**config.mk**
```make
export PLATFORM = sky130hd
export DESIGN_NAME = horizontal_tf_sched
export DESIGN_NICKNAME = d
export VERILOG_FILES = /design/src/rtl/horizontal_tf_sched_pkg.sv /design/src/rtl/horizontal_tf_sched_group_counter.sv /design/src/rtl/horizontal_tf_sched.sv
export SDC_FILE = /design/constraint.sdc
export NUM_CORES = 1
export LEC_CHECK = 0
export ABC_CLOCK_PERIOD_IN_PS = 2000
export BUFFER_PORTS_ARGS = -buffer_cell sky130_fd_sc_hd__buf_2
export CORE_MARGIN = 2
export CORE_UTILIZATION = 53
export CTS_CLUSTER_SIZE = 24
export DETAILED_ROUTE_END_ITERATION = 10
export GPL_TIMING_DRIVEN = 1
export PLACE_DENSITY = 0.89
export SLEW_MARGIN = 10
export SYNTH_ARGS = -nofsm -noshare
export SYNTH_HDL_FRONTEND = slang
export SYNTH_SLANG_ARGS = --single-unit
```
**constraint.sdc**
```tcl
create_clock -name clk -period 2 [get_ports clk]
set_clock_uncertainty 0.05 [all_clocks]
set_input_delay 0.6 -clock clk [delete_from_list [all_inputs] [get_ports clk]]
set_output_delay 0.6 -clock clk [all_outputs]
set_load 0.01 [all_outputs]
```
**src/rtl/horizontal_tf_sched_pkg.sv**
```systemverilog
// Shared constants for the horizontal twiddle-factor sequencer,
// its datapath and the top-level stage FSM.
package horizontal_tf_sched_pkg;

    localparam int S_WIDTH = 4;
    localparam int P_WIDTH = 64;

    localparam logic [S_WIDTH-1:0] STAGE_IDLE = 4'd15;

    typedef logic [2:0] htf_state_t;

    localparam htf_state_t ST_IDLE  = 3'd0;
    localparam htf_state_t ST_PRIME = 3'd1;
    localparam htf_state_t ST_RUN   = 3'd2;
    localparam htf_state_t ST_DRAIN = 3'd3;
    localparam htf_state_t ST_DONE  = 3'd4;

endpackage

```
**src/rtl/horizontal_tf_sched_group_counter.sv**
```systemverilog
// Group position and block counter for one horizontal pass.
// wrap flags group_cnt==15, last flags the final block.
module htf_group_counter
    import horizontal_tf_sched_pkg::*;
#(
    parameter int NUM_BLK = 64,
    parameter int BLK_W   = 7
) (
    input  logic       clk,
    input  logic       rst_n,
    input  logic       clear,
    input  logic       hold,
    output logic [3:0] group_cnt,
    output logic       wrap,
    output logic       last
);

    logic [BLK_W-1:0] blk;

    assign wrap = (group_cnt == 4'd15);
    assign last = (blk == BLK_W'(NUM_BLK - 1));

    // Advance position every unstalled cycle; block steps on wrap.
    always_ff @(posedge clk or posedge rst_n) begin
        if (rst_n) begin
            group_cnt <= 4'd0;
            blk       <= '0;
        end else if (clear) begin
            group_cnt <= 4'd0;
            blk       <= '0;
        end else if (!hold) begin
            group_cnt <= group_cnt + 4'd1;
            if (wrap) begin
                blk <= blk + BLK_W'(1);
            end
        end
    end

endmodule

```
**src/rtl/horizontal_tf_sched.sv**
```systemverilog
// Horizontal twiddle-factor sequencer: PRIME, RUN, DRAIN, DONE.
// Optional abort path is built when HTF_ABORT_EN is defined.
module horizontal_tf_sched
    import horizontal_tf_sched_pkg::*;
#(
    parameter int MUL_LAT = 4,
    parameter int NUM_BLK = 64,
    parameter int BLK_W   = 7
) (
    input  logic       clk,
    input  logic       rst_n,
    input  logic       start,
    input  logic       hold,
`ifdef HTF_ABORT_EN
    input  logic       abort,
    output logic       abort_ack,
`endif
    output logic       CEN,
    output logic [3:0] stage_counter,
    output logic [3:0] group_cnt,
    output logic [1:0] tf_order_cnt,
    output logic       const_load,
    output logic       base_sel,
    output logic       horizontal_en,
    output logic       busy,
    output logic       done
);

    localparam int D_W = (MUL_LAT > 1) ? $clog2(MUL_LAT) : 1;
    localparam logic [D_W-1:0] D_LAST = D_W'(MUL_LAT - 1);

    htf_state_t state;
    htf_state_t state_nx;

    logic           run;
    logic           adv;
    logic           wrap;
    logic           last;
    logic           exit_run;
    logic           clr;
    logic           abort_hit;
    logic           cen_q;
    logic           cl_q;
    logic           hen_q;
    logic           done_q;
    logic [D_W-1:0] dcnt;

`ifdef HTF_ABORT_EN
    assign abort_hit = abort && (state != ST_IDLE);
`else
    assign abort_hit = 1'b0;
`endif

    assign run      = (state == ST_RUN);
    assign adv      = run && !hold;
    assign exit_run = adv && wrap && last;
    assign clr      = !run || abort_hit || exit_run;

    htf_group_counter #(
        .NUM_BLK (NUM_BLK),
        .BLK_W   (BLK_W)
    ) u_cnt (
        .clk       (clk),
        .rst_n     (rst_n),
        .clear     (clr),
        .hold      (hold),
        .group_cnt (group_cnt),
        .wrap      (wrap),
        .last      (last)
    );

    // Next-state selection; abort overrides every other transition.
    always_comb begin
        state_nx = state;
        if (abort_hit) begin
            state_nx = ST_IDLE;
        end else begin
            case (state)
                ST_IDLE:  if (start) state_nx = ST_PRIME;
                ST_PRIME: state_nx = ST_RUN;
                ST_RUN:   if (exit_run) state_nx = ST_DRAIN;
                ST_DRAIN: if (dcnt == D_LAST) state_nx = ST_DONE;
                ST_DONE:  state_nx = ST_IDLE;
                default:  state_nx = ST_IDLE;
            endcase
        end
    end

    // State and registered control outputs.
    always_ff @(posedge clk or posedge rst_n) begin
        if (rst_n) begin
            state  <= ST_IDLE;
            cen_q  <= 1'b1;
            cl_q   <= 1'b0;
            hen_q  <= 1'b0;
            done_q <= 1'b0;
            dcnt   <= '0;
        end else begin
            state  <= state_nx;
            cen_q  <= !(state_nx == ST_PRIME || state_nx == ST_RUN);
            cl_q   <= (state_nx == ST_RUN) &&
                      (!run || (adv ? wrap : (group_cnt == 4'd0)));
            done_q <= (state_nx == ST_DONE);
            if (state == ST_DRAIN && state_nx == ST_DRAIN) begin
                dcnt <= dcnt + D_W'(1);
            end else begin
                dcnt <= '0;
            end
            if (state_nx == ST_DONE || state_nx == ST_IDLE) begin
                hen_q <= 1'b0;
            end else if (run && group_cnt == 4'd2) begin
                hen_q <= 1'b1;
            end
        end
    end

`ifdef HTF_ABORT_EN
    // One-cycle acknowledge of an accepted abort.
    always_ff @(posedge clk or posedge rst_n) begin
        if (rst_n) begin
            abort_ack <= 1'b0;
        end else begin
            abort_ack <= abort_hit;
        end
    end
`endif

    // A stall takes effect in the cycle hold is raised.
    assign CEN           = cen_q || (run && hold);
    assign const_load    = cl_q && !hold;
    assign horizontal_en = hen_q;
    assign done          = done_q;
    assign tf_order_cnt  = group_cnt[3:2];
    assign base_sel      = (group_cnt[3:2] == 2'd0);
    assign busy          = (state != ST_IDLE);
    assign stage_counter = (state == ST_PRIME || state == ST_RUN ||
                            state == ST_DRAIN) ? 4'd0 : STAGE_IDLE;

endmodule

```
==> run_results.csv <==
group,metric,value,unit
routing,viasPerCell,5.63,
die,fp.dieH,48.7,um
cts,hold_buffers,0,
routing,first_iter_violations,25,
die,num_rows,16,
cts,clk_pin_slew_worst_paths,0.11,ns
synthesis,synthArstFlopShare,100,%
grt,antenna_found_initial,0,
synthesis,ys_warn_count,0,
die,die-width,48.7,um
grt,grt_max_degree,21,
synthesis,syn_inst,106,
routing,totalWireLength,2070,um
cts,clock_sinks,20,
cells_and_area,finalNetCount,138,
critical_path,crit_slowest_cell,"dfrtp_1",
synthesis,synth_largest_area_cell,"dfrtp_1",
critical_path,worstPathArrival,1.28,ns
critical_path,crit_chain,"nor3_1 -> inv_1 -> buf_2",
cts,clockBufferDepth,2,
die,pin_count,20,
timing,setup_viol,0,
synthesis,synth_area,1060,um^2
synthesis,synth.distinct_cells,33,
synthesis,synth.most_common_cell,"dfrtp_1",
placement,portBuffers,19,
cells_and_area,fin_util,64.1,%
critical_path,cp_data_required_time,1.35,ns
cts,cts_root_buf,"clkbuf_4",
grt,grt-ovfl-total,0,
synthesis,yosysSeqAreaShare,47.5,%
timing,rsz0062_at_grt,"yes",
cells_and_area,finalNonFillerCells,155,
synthesis,netlist_top_cells_count,"dfrtp_1, nor2_1, a21oi_1, nand2_1, nand3_1",
power_and_ir_drop,peakVddDrop,0.741,mV
placement,place_congestion,0.834,
timing,fin_crit_sh,96.4,%
min_path,hold_class,"input port to asynchronous set/reset pin",
cts,cts-buffers-inserted,3,
timing,fin_crit,1.93,ns
cts,htreeDepth,1,
timing,relSlewSlack,75.1,%
timing,fmax,519,MHz
cells_and_area,seqCellArea,503,um^2
die,core-area,1920,um^2
critical_path,crit_type,"flip-flop to primary output",
grt,grt_pass1_vias,796,
routing,ant_nets,0,
routing,drc,0,
cells_and_area,drive_gt1_share,29.7,%
routing,firstDrtPassIters,4,
cells_and_area,n_fill_cell,179,
synthesis,synth_edf_count,0,
placement,dp_slack,0.122,ns
placement,dp_cells,150,
placement,dpl.hpwl,1470,um
die,start_util,55.0,%
timing,hold_violations,0,
synthesis,yosys_most_used_dff,"dfrtp_1",
cells_and_area,multi_input_area,489,um^2
cts,clkLatencyLatePin,0.30,ns
cells_and_area,area_delta_synth_final,16.6,%
timing,drv_slew,0,
grt,grt_usage,19.9,%
die,die-area,2370,um^2
cells_and_area,n_antenna_cell,0,
run_status,status,"finished, final reports clean",
critical_path,setup.worst_path.start_class,"flip-flop",
power_and_ir_drop,leakage,0.612,nW
synthesis,ys_top_cells_by_area,"dfrtp_1, ha_1, xnor2_1, a21oi_1, buf_4",
critical_path,cp_slowest_stage_delay,0.47,ns
critical_path,end_kind,"primary output",
power_and_ir_drop,power_density,845,nW/um^2
power_and_ir_drop,total_power,1.04,mW
timing,fin_ws,0.0716,ns
critical_path,cp_max_fo,7,
synthesis,syn-num-nets,115,
grt,grt_pass1_wl,3640,um
synthesis,synth_top_area_share,45.0,%
timing,worst_pin_slew,0.370,ns
synthesis,synth_seq_cells,20,
routing,wl_per_cell,13.4,um
timing,hold_slack,0.250,ns
job,maxCapViolCount,0,
synthesis,avgSynthCellArea,9.97,um^2
routing,vias,872,
cts,tritoncts,"yes",
report_power, final:
| part | switching [mW] | internal [mW] | total, mW |
|---|---|---|---|
| Sequential | 0.0691 | 0.456 | 0.525 |
| Combinational | 0.155 | 0.131 | 0.286 |
| Clock | 0.120 | 0.111 | 0.231 |
worst paths after layout:
| kind | from | slack (ns) | depth (start not counted) | to |
|---|---|---|---|---|
| worst max-delay path | state[0] | 0.07 | 3 | busy |
| worst min-delay path | rst_n | 0.25 | 3 | u_cnt.group_cnt[2] |
| worst max register to register | u_cnt.group_cnt[0] | 0.10 | 5 | cl_q |
| worst min register to register | dcnt[0] | 0.40 | 1 | dcnt[0] |
| max in group asynchronous | rst_n | 1.39 | 3 | cen_q |
| min in group clk | dcnt[0] | 0.40 | 1 | dcnt[0] |
area by class of cell:
cell class	count	area share, %
clock buffer	4	2.94
inverter	6	1.83
multi-input combinational	72	39.7
sequential	20	40.8
tap	27	2.74
timing repair buffer	26	12.0
cell families (layout without fill, tap and decap cells):
kind of cell / after synthesis / after routing / share of synthesized area (%)
simple gates: 41 / 41 / 20.8
compound gates: 20 / 20 / 14.1
flops: 20 / 20 / 47.5
buf+inv: 14 / 36 / 6.75
xor+xnor: 6 / 6 / 4.97
fa+ha+maj: 5 / 5 / 5.92
layout by cell type, fill, tap and decap left out, drive strengths merged, types with 3 or more instances in the layout:
cell,netlist,final
buf,5,26
dfrtp,19,19
nor2,10,10
nand2,8,8
a21oi,8,8
nand3,8,8
xnor2,6,6
inv,6,6
ha,5,5
clkbuf,3,4
nor3b,3,3
what timing repair did:
| item | 4_1_cts | 5_1_grt |
|---|---|---|
| gates cloned | 0 | 0 |
| resized for setup | 1 | 1 |
| setup endpoints to repair | 1 | 5 |
| setup buffers | 0 | 1 |
routing by layer:
| metal | global-route usage (%) | part of all wire, % |
|---|---|---|
| met2 | 32.9 | 50 |
| met1 | 26.1 | 43 |
| met5 | 0 | 0 |
| met4 | 8.57 | 2.0 |
| met3 | 3.09 | 4.8 |
sequential cells by signal (all words and copies together) (netlist names):
name	cells
u_cnt.blk	7
u_cnt.group_cnt	4
cl_q	1
done	1
horizontal_en	1
dcnt	2
state	3
cen_q	1
stage by stage:
| stage | instance area, um^2 | setup TNS [ns] |
|---|---|---|
| CTS | 1220 | 0 |
| global route | 1230 | -0.00176 |
| finish | 1230 | 0 |
| global placement | 1180 | 0 |
| floorplan | 1060 | 0 |
| detailed placement | 1180 | 0 |
critical path, delay by kind of cell, from the launching register on:
kind | cells | cell delay, ns
flip-flops | 1 | 0.47
AND/OR/NAND/NOR | 1 | 0.30
buffers and inverters | 2 | 0.21
No activity file was read; power rests on OpenSTA's default activity.
